### src/rtl/mdio_mgr_pkg.sv
// Shared encodings for the MDIO PHY manager: op codes, PHY register numbers,
// FSM states and command owners.
package mdio_mgr_pkg;
  localparam logic [1:0] OP_WR = 2'b01;
  localparam logic [1:0] OP_RD = 2'b10;

  localparam logic [4:0] BMCR = 5'd0;
  localparam logic [4:0] BMSR = 5'd1;
  localparam logic [4:0] ANAR = 5'd4;

  localparam int BMSR_LINK_BIT = 2;

  typedef enum logic [2:0] {
    S_INIT_ISSUE,
    S_ARB,
    S_ISSUE,
    S_WAIT,
    S_DONE
  } state_t;

  typedef enum logic [1:0] {
    OWN_INIT,
    OWN_POLL,
    OWN_HOST
  } owner_t;
endpackage

### src/rtl/mdio_init_rom.sv
// Fixed PHY bring-up list: index -> {register, write data}. Every entry is a write.
module mdio_init_rom
  import mdio_mgr_pkg::*;
(
  input  logic [2:0]  idx,
  output logic [4:0]  rom_reg,
  output logic [15:0] rom_data
);
  always_comb begin
    rom_reg  = BMCR;
    rom_data = 16'h0000;
    case (idx)
      3'd0: begin rom_reg = BMCR; rom_data = 16'h8000; end  // soft reset
      3'd1: begin rom_reg = ANAR; rom_data = 16'h01E1; end
      3'd2: begin rom_reg = BMCR; rom_data = 16'h1200; end  // AN enable + restart
      default: ;
    endcase
  end
endmodule

### src/rtl/mdio_phy_manager.sv
// Sequencer/arbiter in front of the MDIO master: init list, periodic BMSR poll, host port.
// Optional: define MDIO_LINK_IRQ_EN to get a one-cycle o_link_irq on every polled link change.
module mdio_phy_manager
  import mdio_mgr_pkg::*;
#(
  parameter logic [4:0] PHY_ADDR    = 5'd1,
  parameter int         INIT_LEN    = 3,
  parameter int         POLL_PERIOD = 1_000_000,
  parameter int         OP_TIMEOUT  = 4096
) (
  input  logic        iclk_100m,
  input  logic        i_rst,
  input  logic        i_host_req,
  input  logic [1:0]  i_host_op,
  input  logic [4:0]  i_host_reg,
  input  logic [15:0] i_host_wdata,
  output logic        o_host_ack,
  output logic [15:0] o_host_rdata,
  output logic        o_host_err,
  output logic [1:0]  o_operation,
  output logic [4:0]  o_phy_addr,
  output logic [4:0]  o_reg_addr,
  output logic [15:0] o_master_write_data,
  output logic        o_operation_begin,
  input  logic [15:0] i_master_read_data,
  input  logic        i_master_read_data_valid,
  input  logic        i_operation_finish,
  input  logic        i_mdio_master_busy,
  output logic        o_init_done,
  output logic        o_link_up,
  output logic        o_err_sticky,
  input  logic        i_err_clr,
  output logic        o_link_irq
);
  localparam int TW  = $clog2(POLL_PERIOD + 1);
  localparam int TOW = $clog2(OP_TIMEOUT + 1);

  state_t          state, state_nxt;
  owner_t          owner;
  logic [2:0]      init_idx;
  logic            init_retry;
  logic [TW-1:0]   poll_tmr;
  logic            poll_pend;
  logic [TOW-1:0]  to_cnt;
  logic            to_fail, rd_vld, bad_op;
  logic [1:0]      guard, beg_cnt;
  logic [15:0]     rdata_q;
  logic [4:0]      rom_reg;
  logic [15:0]     rom_data;

  mdio_init_rom u_rom (.idx(init_idx), .rom_reg(rom_reg), .rom_data(rom_data));

  // ack gating stops a still-high level request from being served twice
  wire host_go   = i_host_req && o_init_done && !o_host_ack;
  wire host_bad  = (i_host_op != OP_WR) && (i_host_op != OP_RD);
  wire ready     = !i_mdio_master_busy && (guard == 2'd0);
  wire timed_out = (to_cnt == TOW'(OP_TIMEOUT - 1));
  wire last_init = (init_idx == 3'(INIT_LEN - 1));
  wire mdio_fail = !bad_op && (to_fail || ((o_operation == OP_RD) && !rd_vld));

  always_ff @(posedge iclk_100m) begin
    if (i_rst) state <= S_INIT_ISSUE;
    else       state <= state_nxt;
  end

  always_comb begin
    state_nxt = state;
    case (state)
      S_INIT_ISSUE: state_nxt = S_ISSUE;
      S_ARB: begin
        if (host_go)        state_nxt = host_bad ? S_DONE : S_ISSUE;
        else if (poll_pend) state_nxt = S_ISSUE;
      end
      S_ISSUE: if (beg_cnt == 2'd2) state_nxt = S_WAIT;
      S_WAIT:  if (i_operation_finish || timed_out) state_nxt = S_DONE;
      S_DONE: begin
        state_nxt = S_ARB;
        if (owner == OWN_INIT && ((mdio_fail && !init_retry) || !last_init))
          state_nxt = S_INIT_ISSUE;
      end
      default: state_nxt = S_INIT_ISSUE;
    endcase
  end

  always_ff @(posedge iclk_100m) begin
    if (i_rst) begin
      owner <= OWN_INIT;  init_idx <= '0;  init_retry <= 1'b0;
      poll_tmr <= '0;     poll_pend <= 1'b0;
      to_cnt <= '0;  to_fail <= 1'b0;  rd_vld <= 1'b0;  bad_op <= 1'b0;
      guard <= '0;   beg_cnt <= '0;    rdata_q <= '0;
      o_host_ack <= 1'b0;  o_host_rdata <= '0;  o_host_err <= 1'b0;
      o_operation <= '0;   o_phy_addr <= '0;    o_reg_addr <= '0;
      o_master_write_data <= '0;  o_operation_begin <= 1'b0;
      o_init_done <= 1'b0; o_link_up <= 1'b0;   o_err_sticky <= 1'b0;
    end else begin
      o_host_ack <= 1'b0;

      // finish-to-begin spacing the master needs between commands
      if (i_operation_finish)  guard <= 2'd2;
      else if (guard != 2'd0)  guard <= guard - 2'd1;

      if (state == S_INIT_ISSUE || state == S_ARB) begin
        beg_cnt <= '0;  to_cnt <= '0;  to_fail <= 1'b0;
        rd_vld  <= 1'b0; rdata_q <= '0;
      end

      case (state)
        S_INIT_ISSUE: begin
          owner <= OWN_INIT;  bad_op <= 1'b0;
          o_operation <= OP_WR;  o_phy_addr <= PHY_ADDR;
          o_reg_addr <= rom_reg; o_master_write_data <= rom_data;
        end
        S_ARB: begin
          if (host_go) begin
            owner <= OWN_HOST;  bad_op <= host_bad;
            o_operation <= i_host_op;  o_phy_addr <= PHY_ADDR;
            o_reg_addr <= i_host_reg;  o_master_write_data <= i_host_wdata;
          end else if (poll_pend) begin
            owner <= OWN_POLL;  bad_op <= 1'b0;  poll_pend <= 1'b0;
            o_operation <= OP_RD;  o_phy_addr <= PHY_ADDR;
            o_reg_addr <= BMSR;    o_master_write_data <= '0;
          end
        end
        S_ISSUE: begin
          // begin is held exactly two cycles; the master edge-detects it
          if (beg_cnt == 2'd0) begin
            if (ready) begin o_operation_begin <= 1'b1; beg_cnt <= 2'd1; end
          end else if (beg_cnt == 2'd1) begin
            beg_cnt <= 2'd2;
          end else begin
            o_operation_begin <= 1'b0;
          end
        end
        S_WAIT: begin
          to_cnt <= to_cnt + TOW'(1);
          if (i_master_read_data_valid) begin rdata_q <= i_master_read_data; rd_vld <= 1'b1; end
          if (timed_out && !i_operation_finish) to_fail <= 1'b1;
        end
        S_DONE: begin
          case (owner)
            OWN_INIT: begin
              if (mdio_fail && !init_retry) init_retry <= 1'b1;
              else begin
                init_retry <= 1'b0;
                if (last_init) o_init_done <= 1'b1;
                else           init_idx <= init_idx + 3'd1;
              end
            end
            OWN_POLL: if (!mdio_fail) o_link_up <= rdata_q[BMSR_LINK_BIT];
            default: begin
              o_host_ack <= 1'b1;  o_host_rdata <= rdata_q;
              o_host_err <= mdio_fail || bad_op;
            end
          endcase
        end
        default: ;
      endcase

      // placed after the ARB clear so a same-cycle wrap re-arms the poll
      if (o_init_done) begin
        if (poll_tmr == TW'(POLL_PERIOD - 1)) begin poll_tmr <= '0; poll_pend <= 1'b1; end
        else poll_tmr <= poll_tmr + TW'(1);
      end

      if (state == S_DONE && mdio_fail) o_err_sticky <= 1'b1;
      else if (i_err_clr)               o_err_sticky <= 1'b0;
    end
  end

`ifdef MDIO_LINK_IRQ_EN
  logic link_irq_q;
  always_ff @(posedge iclk_100m) begin
    if (i_rst) link_irq_q <= 1'b0;
    else link_irq_q <= (state == S_DONE) && (owner == OWN_POLL) && !mdio_fail &&
                       (rdata_q[BMSR_LINK_BIT] != o_link_up);
  end
  assign o_link_irq = link_irq_q;
`else
  assign o_link_irq = 1'b0;
`endif
endmodule

### config.mk
export PLATFORM = sky130hd
export DESIGN_NAME = mdio_phy_manager
export DESIGN_NICKNAME = d
export VERILOG_FILES = /design/src/rtl/mdio_mgr_pkg.sv /design/src/rtl/mdio_init_rom.sv /design/src/rtl/mdio_phy_manager.sv
export SDC_FILE = /design/constraint.sdc
export NUM_CORES = 1
export LEC_CHECK = 0
export ABC_CLOCK_PERIOD_IN_PS = 2500
export CELL_PAD_IN_SITES_DETAIL_PLACEMENT = 2
export CELL_PAD_IN_SITES_GLOBAL_PLACEMENT = 2
export CORE_MARGIN = 4
export CORE_UTILIZATION = 35
export CTS_BUF_LIST = sky130_fd_sc_hd__clkbuf_4
export CTS_CLUSTER_DIAMETER = 30
export DETAILED_ROUTE_END_ITERATION = 8
export DONT_BUFFER_PORTS = 1
export GPL_ROUTABILITY_DRIVEN = 0
export HOLD_SLACK_MARGIN = 0.1
export PLACE_DENSITY = 0.76
export SYNTH_ARGS = -nofsm -noshare
export SYNTH_HDL_FRONTEND = slang
export SYNTH_SLANG_ARGS = --single-unit
### constraint.sdc
create_clock -name iclk_100m -period 2.5 [get_ports iclk_100m]
set_clock_uncertainty 0.1 [all_clocks]
set_input_delay 0.5 -clock iclk_100m [delete_from_list [all_inputs] [get_ports iclk_100m]]
set_output_delay 0.5 -clock iclk_100m [all_outputs]
set_load 0.1 [all_outputs]
==> metrics.yaml, run 1 <==
timing:
  hold_ws_ps: 146
  worst_slew_pin_slew_ps: 816
  setup_violations: 0
  timing.setup.tns_ps: 0
  hold_viol: 0
  fin_crit_sh_pct: 91.1
  rsz0062_at_grt: "no"
  max_freq_ghz: 0.439
  min_period_ps: 2280
  layout_setup_ws_ps: 222
  slew_violations: 0
  relSlewSlack_pct: 45.5
power_and_ir_drop:
  power.switching_mw: 0.850
  pwr-share-seq_pct: 61.3
  swShare_pct: 28.8
  p_clk_share_pct: 29.1
  p_int_mw: 2.10
  p_per_area_mw_per_mm2: 519
  p_leak_nw: 1.99
  p_total_mw: 2.95
  max-vdd-ir-drop_mv: 0.256
  combPwrFrac_pct: 9.6
detailed_routing:
  via_count: 4418
  drc: 0
  wl_per_cell_um: 18.8
  vias_per_cell: 5.46
  drt-total-wl_um: 15200
  first_pass_iters: 4
  drtIter0Drc: 176
  antenna_left: 0
floorplanning:
  fp.dieW_um: 124
  die_area_sq_mm: 0.0153
  floorplan.initialDensity_pct: 35.6
  ios: 97
  rows: 42
  die_h_um: 124
  core_area_sq_mm: 0.0132
placed_design:
  io_buffers: 0
  post-place-ws_ps: 352
  dp.cells: 755
  dp_hpwl_um: 10200
  placed_cell_area_sq_mm: 0.00517
global_routing:
  grt_use_total_pct: 20.4
  antenna_found_initial: 0
  grt_first_pass_wirelength_um: 24700
  grt_pass1_vias: 4807
  grt_max_degree: 81
  overflow: 0
synthesis:
  synth.area.top_cells: "dfxtp_1 (48%), a21oi_1 (7.9%), nand2_1 (5.8%), nor2_1 (4.2%), nand3_1 (3.1%)"
  yosys.area.top_type: "dfxtp_1"
  netlist_instances: 558
  synth_xor_area_share_pct: 2.24
  synth_seq_cells: 112
  ys.warnings.count: 0
  synth_area_sq_mm: 0.00469
  synth_top_cell_area_share_pct: 47.8
  synth-async-reset-ratio_pct: 0
  synth_edf_count: 0
  ys.flop_type: "dfxtp_1"
  synth_top_family_by_area: "simple AND/OR/NAND/NOR gates"
  synth.most_common_cell: "dfxtp_1"
  synth.mux.area_fraction_pct: 1.39
  yosysUniqueCellTypes: 56
  yosys.area_share.simple_pct: 25.8
  synth_compound_area_share_pct: 16.9
  synthAdderAreaFrac_pct: 1.60
  yosys-top-cells-count: "dfxtp_1 (112), a21oi_1 (74), nand2_1 (73)"
  yosysSeqAreaShare_pct: 47.8
  avgSynthCellArea_sq_um: 8.41
clocking:
  cts_tree: "done"
  htreeDepth: 3
  cts_buffer_depth: 2
  clock-sinks: 112
  postCtsSetupBuffers: 0
  clock_latency_ps: 490
  cts_resized: 0
  clk_pin_slew_ps: 180
  cts_made_buffers: 9
  clockRootBuffer: "clkbuf_4"
critical_path:
  start_kind: "flip-flop"
  worstPathMaxFanout: 17
  endpoint_kind: "flip-flop"
  crit_arrival_ps: 2560
  criticalPathCategory: "flip-flop to flip-flop"
  critPathRequiredTime_ps: 2780
layout:
  antennaDiodeCount: 0
  finalNetCount: 680
  drive_gt1_share_pct: 13.3
  fin_area_sq_mm: 0.00569
  final_cells: 809
  area_delta_synth_final_pct: 21.3
  fin_util_pct: 43.2
run_status:
  status: "completed"
worst_hold_path:
  hold_path_class: "input pin to flip-flop"
run:
  cap_violations: 0
worst paths after layout:
| kind | end | cells after the start | start | slack, ps |
|---|---|---|---|---|
| setup / recovery | o_master_write_data[15] | 4 | state[0] | 220 |
| setup reg to reg | o_master_write_data[15] | 4 | state[0] | 220 |
| hold / removal | o_err_sticky | 3 | i_err_clr | 150 |
| hold reg to reg | guard[0] | 1 | guard[0] | 370 |
registers in the layout (all words and copies together), names as in the netlist, 3 cells and up:
| register | count |
|---|---|
| poll_tmr | 20 |
| rdata_q | 16 |
| state | 3 |
| o_host_rdata | 16 |
| init_idx | 3 |
| o_master_write_data | 16 |
| to_cnt | 13 |
| o_reg_addr | 5 |
worst max-delay path, stage by stage, from the launching register on:
cell and delay (ps):
dfxtp_1 700, or3b_1 500, nor2_1 390, a32oi_1 150, a211oi_1 340
layout by cell type, fill, tap and decap left out, types with 11 or more instances in the layout:
| cell | n |
|---|---|
| nand2_1 | 73 |
| a21oi_1 | 74 |
| buf_4 | 55 |
| dfxtp_1 | 111 |
| nand3_1 | 29 |
| dlygate4sd3_1 | 37 |
| o21ai_0 | 14 |
| nor3_1 | 16 |
| nor2_1 | 53 |
| or3_1 | 12 |
| a22o_1 | 11 |
logic make-up after synthesis:
kind of cell	Yosys count
buffers and inverters	47
AO/OA/AOI/OAI	132
flip-flops	112
adder cells (fa/ha/maj)	6
XOR/XNOR	12
other	1
multiplexers	6
AND/OR/NAND/NOR	242
what timing repair did:
action | 4_1_cts | 5_1_grt
endpoints found under the setup margin | 0 | 0
endpoints found under the hold margin | 91 | 0
hold buffers | 38 | 0
final cells by class:
| class | instances | area (sq um) |
|---|---|---|
| clock buffer | 10 | 75.1 |
| inverter | 9 | 33.8 |
| fill | 1464 | 7500 |
| timing repair buffer | 93 | 811 |
| multi-input combinational | 403 | 2260 |
| tap | 176 | 220 |
| clock inverter | 6 | 45.0 |
| sequential | 112 | 2240 |
layer usage:
metal	vias to the layer above	part of all wire, %	GRT usage [%]
met5	-	0	0
met1	2216	40	23.4
met3	17	4.5	5.18
li1	2103	-	-
met4	0	1.9	6.37
met2	82	53	36.9
power by group through the flow:
stage | sequential (mW) | combinational [mW] | clock [mW]
2_1_floorplan | 1.93 | 0.110 | 0
3_3_place_gp | 1.85 | 0.203 | 0
3_5_place_dp | 1.85 | 0.207 | 0
4_1_cts | 1.81 | 0.282 | 0.891
5_1_grt | 1.82 | 0.301 | 0.975
6_report | 1.81 | 0.283 | 0.860
Power figures use the tool's default switching activity.
==> run 2: changes to the inputs <==
--- a/config.mk
+++ b/config.mk
@@ -9,14 +9,15 @@
 export CELL_PAD_IN_SITES_DETAIL_PLACEMENT = 2
 export CELL_PAD_IN_SITES_GLOBAL_PLACEMENT = 2
 export CORE_MARGIN = 4
-export CORE_UTILIZATION = 35
+export CORE_UTILIZATION = 38
 export CTS_BUF_LIST = sky130_fd_sc_hd__clkbuf_4
 export CTS_CLUSTER_DIAMETER = 30
 export DETAILED_ROUTE_END_ITERATION = 8
 export DONT_BUFFER_PORTS = 1
 export GPL_ROUTABILITY_DRIVEN = 0
 export HOLD_SLACK_MARGIN = 0.1
-export PLACE_DENSITY = 0.76
+export PLACE_DENSITY = 0.82
+export RECOVER_POWER = 100
 export SYNTH_ARGS = -nofsm -noshare
 export SYNTH_HDL_FRONTEND = slang
 export SYNTH_SLANG_ARGS = --single-unit
==> run 2 against run 1 <==
Against the previous run:
- register-to-register slack worse by 110 ps
- maximum frequency down 4.5%
- critical path depth did not move
- die area down 7.4%
- sequential share of layout area grew 0.88 points
- clock power is 6.2% higher
- power rose by 1.8%
- count of clock-buffer cells in the layout is 1 lower
- combinational power about the same
- first-iteration DRC count up 20%
==> metrics.yaml, run 2 (same netlist as run 1, synthesis figures left out) <==
detailed_routing:
  vias_per_cell: 5.63  # was 5.46
  via_count: 4525  # was 4418
  first_pass_iters: 4  # unchanged
  wl_per_cell_um: 21.9  # was 18.8 um
  drtIter0Drc: 211  # was 176
  drc: 0  # unchanged
  antenna_left: 0  # unchanged
  drt-total-wl_um: 17600  # was 15200 um
timing:
  slew_violations: 0  # unchanged
  fin_crit_sh_pct: 95.4  # was 91.1%
  setup_violations: 0  # unchanged
  rsz0062_at_grt: "no"  # unchanged
  relSlewSlack_pct: 43.2  # was 45.5%
  hold_ws_ps: 151  # was 146 ps
  min_period_ps: 2380  # was 2280 ps
  max_freq_ghz: 0.419  # was 0.439 GHz
  hold_viol: 0  # unchanged
  timing.setup.tns_ps: 0  # unchanged
  worst_slew_pin_slew_ps: 852  # was 816 ps
layout:
  mostFrequentLayoutCells: "dfxtp_1 (111), a21oi_1 (74), nand2_1 (73)"  # unchanged
  area_delta_synth_final_pct: 18.7  # was 21.3%
  fin_area_sq_mm: 0.00557  # was 0.00569 sq mm
  regMostFlops: "poll_tmr"  # unchanged
  drive_gt1_share_pct: 12.6  # was 13.3%
  final_cells: 804  # was 809
  layout.cells.most_common: "dfxtp_1"  # unchanged
  finalNetCount: 682  # was 680
  largest_register_ffs: 20  # unchanged
floorplanning:
  rows: 40  # was 42
  floorplan.initialDensity_pct: 38.9  # was 35.6%
  ios: 97  # unchanged
  die_area_sq_mm: 0.0142  # was 0.0153 sq mm
  die_h_um: 119  # was 124 um
  core_area_sq_mm: 0.0121  # was 0.0132 sq mm
  fp.dieW_um: 119  # was 124 um
placed_design:
  dp.cells: 748  # was 755
  io_buffers: 0  # unchanged
  placed_cell_area_sq_mm: 0.00517  # about the same
  dp_hpwl_um: 10300  # was 10200 um
critical_path:
  crit_arrival_ps: 2780  # was 2560 ps
  start_kind: "flip-flop"  # unchanged
  criticalPathCategory: "flip-flop to flip-flop"  # unchanged
  worstReg2RegStart: "state[0]"  # unchanged
  r2r-end: "o_reg_addr[1]"  # was o_master_write_data[15]
  endpoint_kind: "flip-flop"  # unchanged
  worstPathMaxFanout: 17  # unchanged
  r2r_cells: 4  # unchanged
  critPathRequiredTime_ps: 2900  # was 2780 ps
  rrSetupSlack_ps: 120  # was 220 ps
clocking:
  cts_tree: "done"  # unchanged
  postCtsSetupBuffers: 0  # unchanged
  clock_latency_ps: 540  # was 490 ps
  clk_pin_slew_ps: 220  # was 180 ps
  cts_made_buffers: 9  # unchanged
  clock-sinks: 112  # unchanged
  htreeDepth: 3  # unchanged
  cts_buffer_depth: 2  # unchanged
  cts_resized: 0  # unchanged
  clockRootBuffer: "clkbuf_4"  # unchanged
run:
  cap_violations: 0  # unchanged
global_routing:
  grt_max_degree: 81  # unchanged
  grt_first_pass_wirelength_um: 27900  # was 24700 um
  grt_use_total_pct: 24.7  # was 20.4%
  overflow: 0  # unchanged
  grt_pass1_vias: 5104  # was 4807
  antenna_found_initial: 1  # was 0
worst_hold_path:
  hold_path_class: "input pin to flip-flop"  # unchanged
  hold_start: "i_operation_finish"  # was i_err_clr
  hold_depth: 3  # unchanged
  min_delay_worst_endpoint: "to_fail"  # was o_err_sticky
power_and_ir_drop:
  p_total_mw: 3.01  # was 2.95 mW
  p_clk_share_pct: 30.3  # was 29.1%
  p_leak_nw: 1.94  # was 1.99 nW
  pwr-share-seq_pct: 60.3  # was 61.3%
  max-vdd-ir-drop_mv: 0.293  # was 0.256 mV
  swShare_pct: 30.4  # was 28.8%
  p_per_area_mw_per_mm2: 540  # was 519 mW/mm^2
  combPwrFrac_pct: 9.4  # was 9.6%
  power.switching_mw: 0.914  # was 0.850 mW
  p_int_mw: 2.09  # was 2.10 mW
run_status:
  status: "completed"  # unchanged
## run 2: changes by cell type in the layout (fill, tap and decap cells not counted), moves of 2 or more
cell	before	now
buf_4	55	5
clkbuf_2	0	48
clkbuf_1	0	3
and2_0	0	2
and2_1	4	2
## run 2: worst max path at each step
stage / start / end / slack, ps
finish: state[0] / o_reg_addr[1] / 120
global route: poll_tmr[6] / poll_tmr[18] / 70
detailed placement: state[0] / rdata_q[5] / 350
floorplan: o_init_done / poll_tmr[18] / 130
CTS: poll_tmr[6] / poll_tmr[18] / 300
global placement: poll_tmr[6] / poll_tmr[18] / 430
## run 2: worst max-delay path, stage by stage (launching register included)
cell,delay (ps)
dfxtp_1,710
or3b_1,550
nor3_1,210
clkbuf_1,530
a22o_1,270
## run 2: what timing repair did
item                                    in CTS  in global routing
endpoints found under the setup margin       0                  0
hold endpoints to repair                    91                  1
hold buffers                                38                  1
## run 2: final cells by class
cell class	count	area [sq um]
antenna	1	2.50
clock buffer	9	67.6
clock inverter	7	56.3
fill	1347	6490
inverter	9	33.8
multi-input combinational	403	2260
sequential	112	2240
tap	168	210
timing repair buffer	95	697
## run 2: layer usage
layer | routed length, um | up-vias | track usage, %
li1 | - | 2113 | -
met1 | 6960 | 2289 | 27.3
met2 | 9470 | 100 | 46.3
met3 | 800 | 23 | 6.03
met4 | 338 | 0 | 7.24
met5 | 0 | - | 0
## run 2: through the flow
| stage | util, % | worst slack (ps) |
|---|---|---|
| 6_report | 46.2 | 116 |
| 5_1_grt | 46.2 | 74.2 |
| 4_1_cts | 47.2 | 302 |
| 3_5_place_dp | 42.9 | 348 |
| 3_3_place_gp | 42.9 | 430 |
| 2_1_floorplan | - | 127 |
## run 2: power by group through the flow
stage,Combinational (mW),Sequential (mW),Clock [mW]
6_report,0.282,1.81,0.913
5_1_grt,0.298,1.82,1.01
4_1_cts,0.285,1.81,0.898
3_5_place_dp,0.209,1.85,0
3_3_place_gp,0.204,1.85,0
2_1_floorplan,0.110,1.93,0
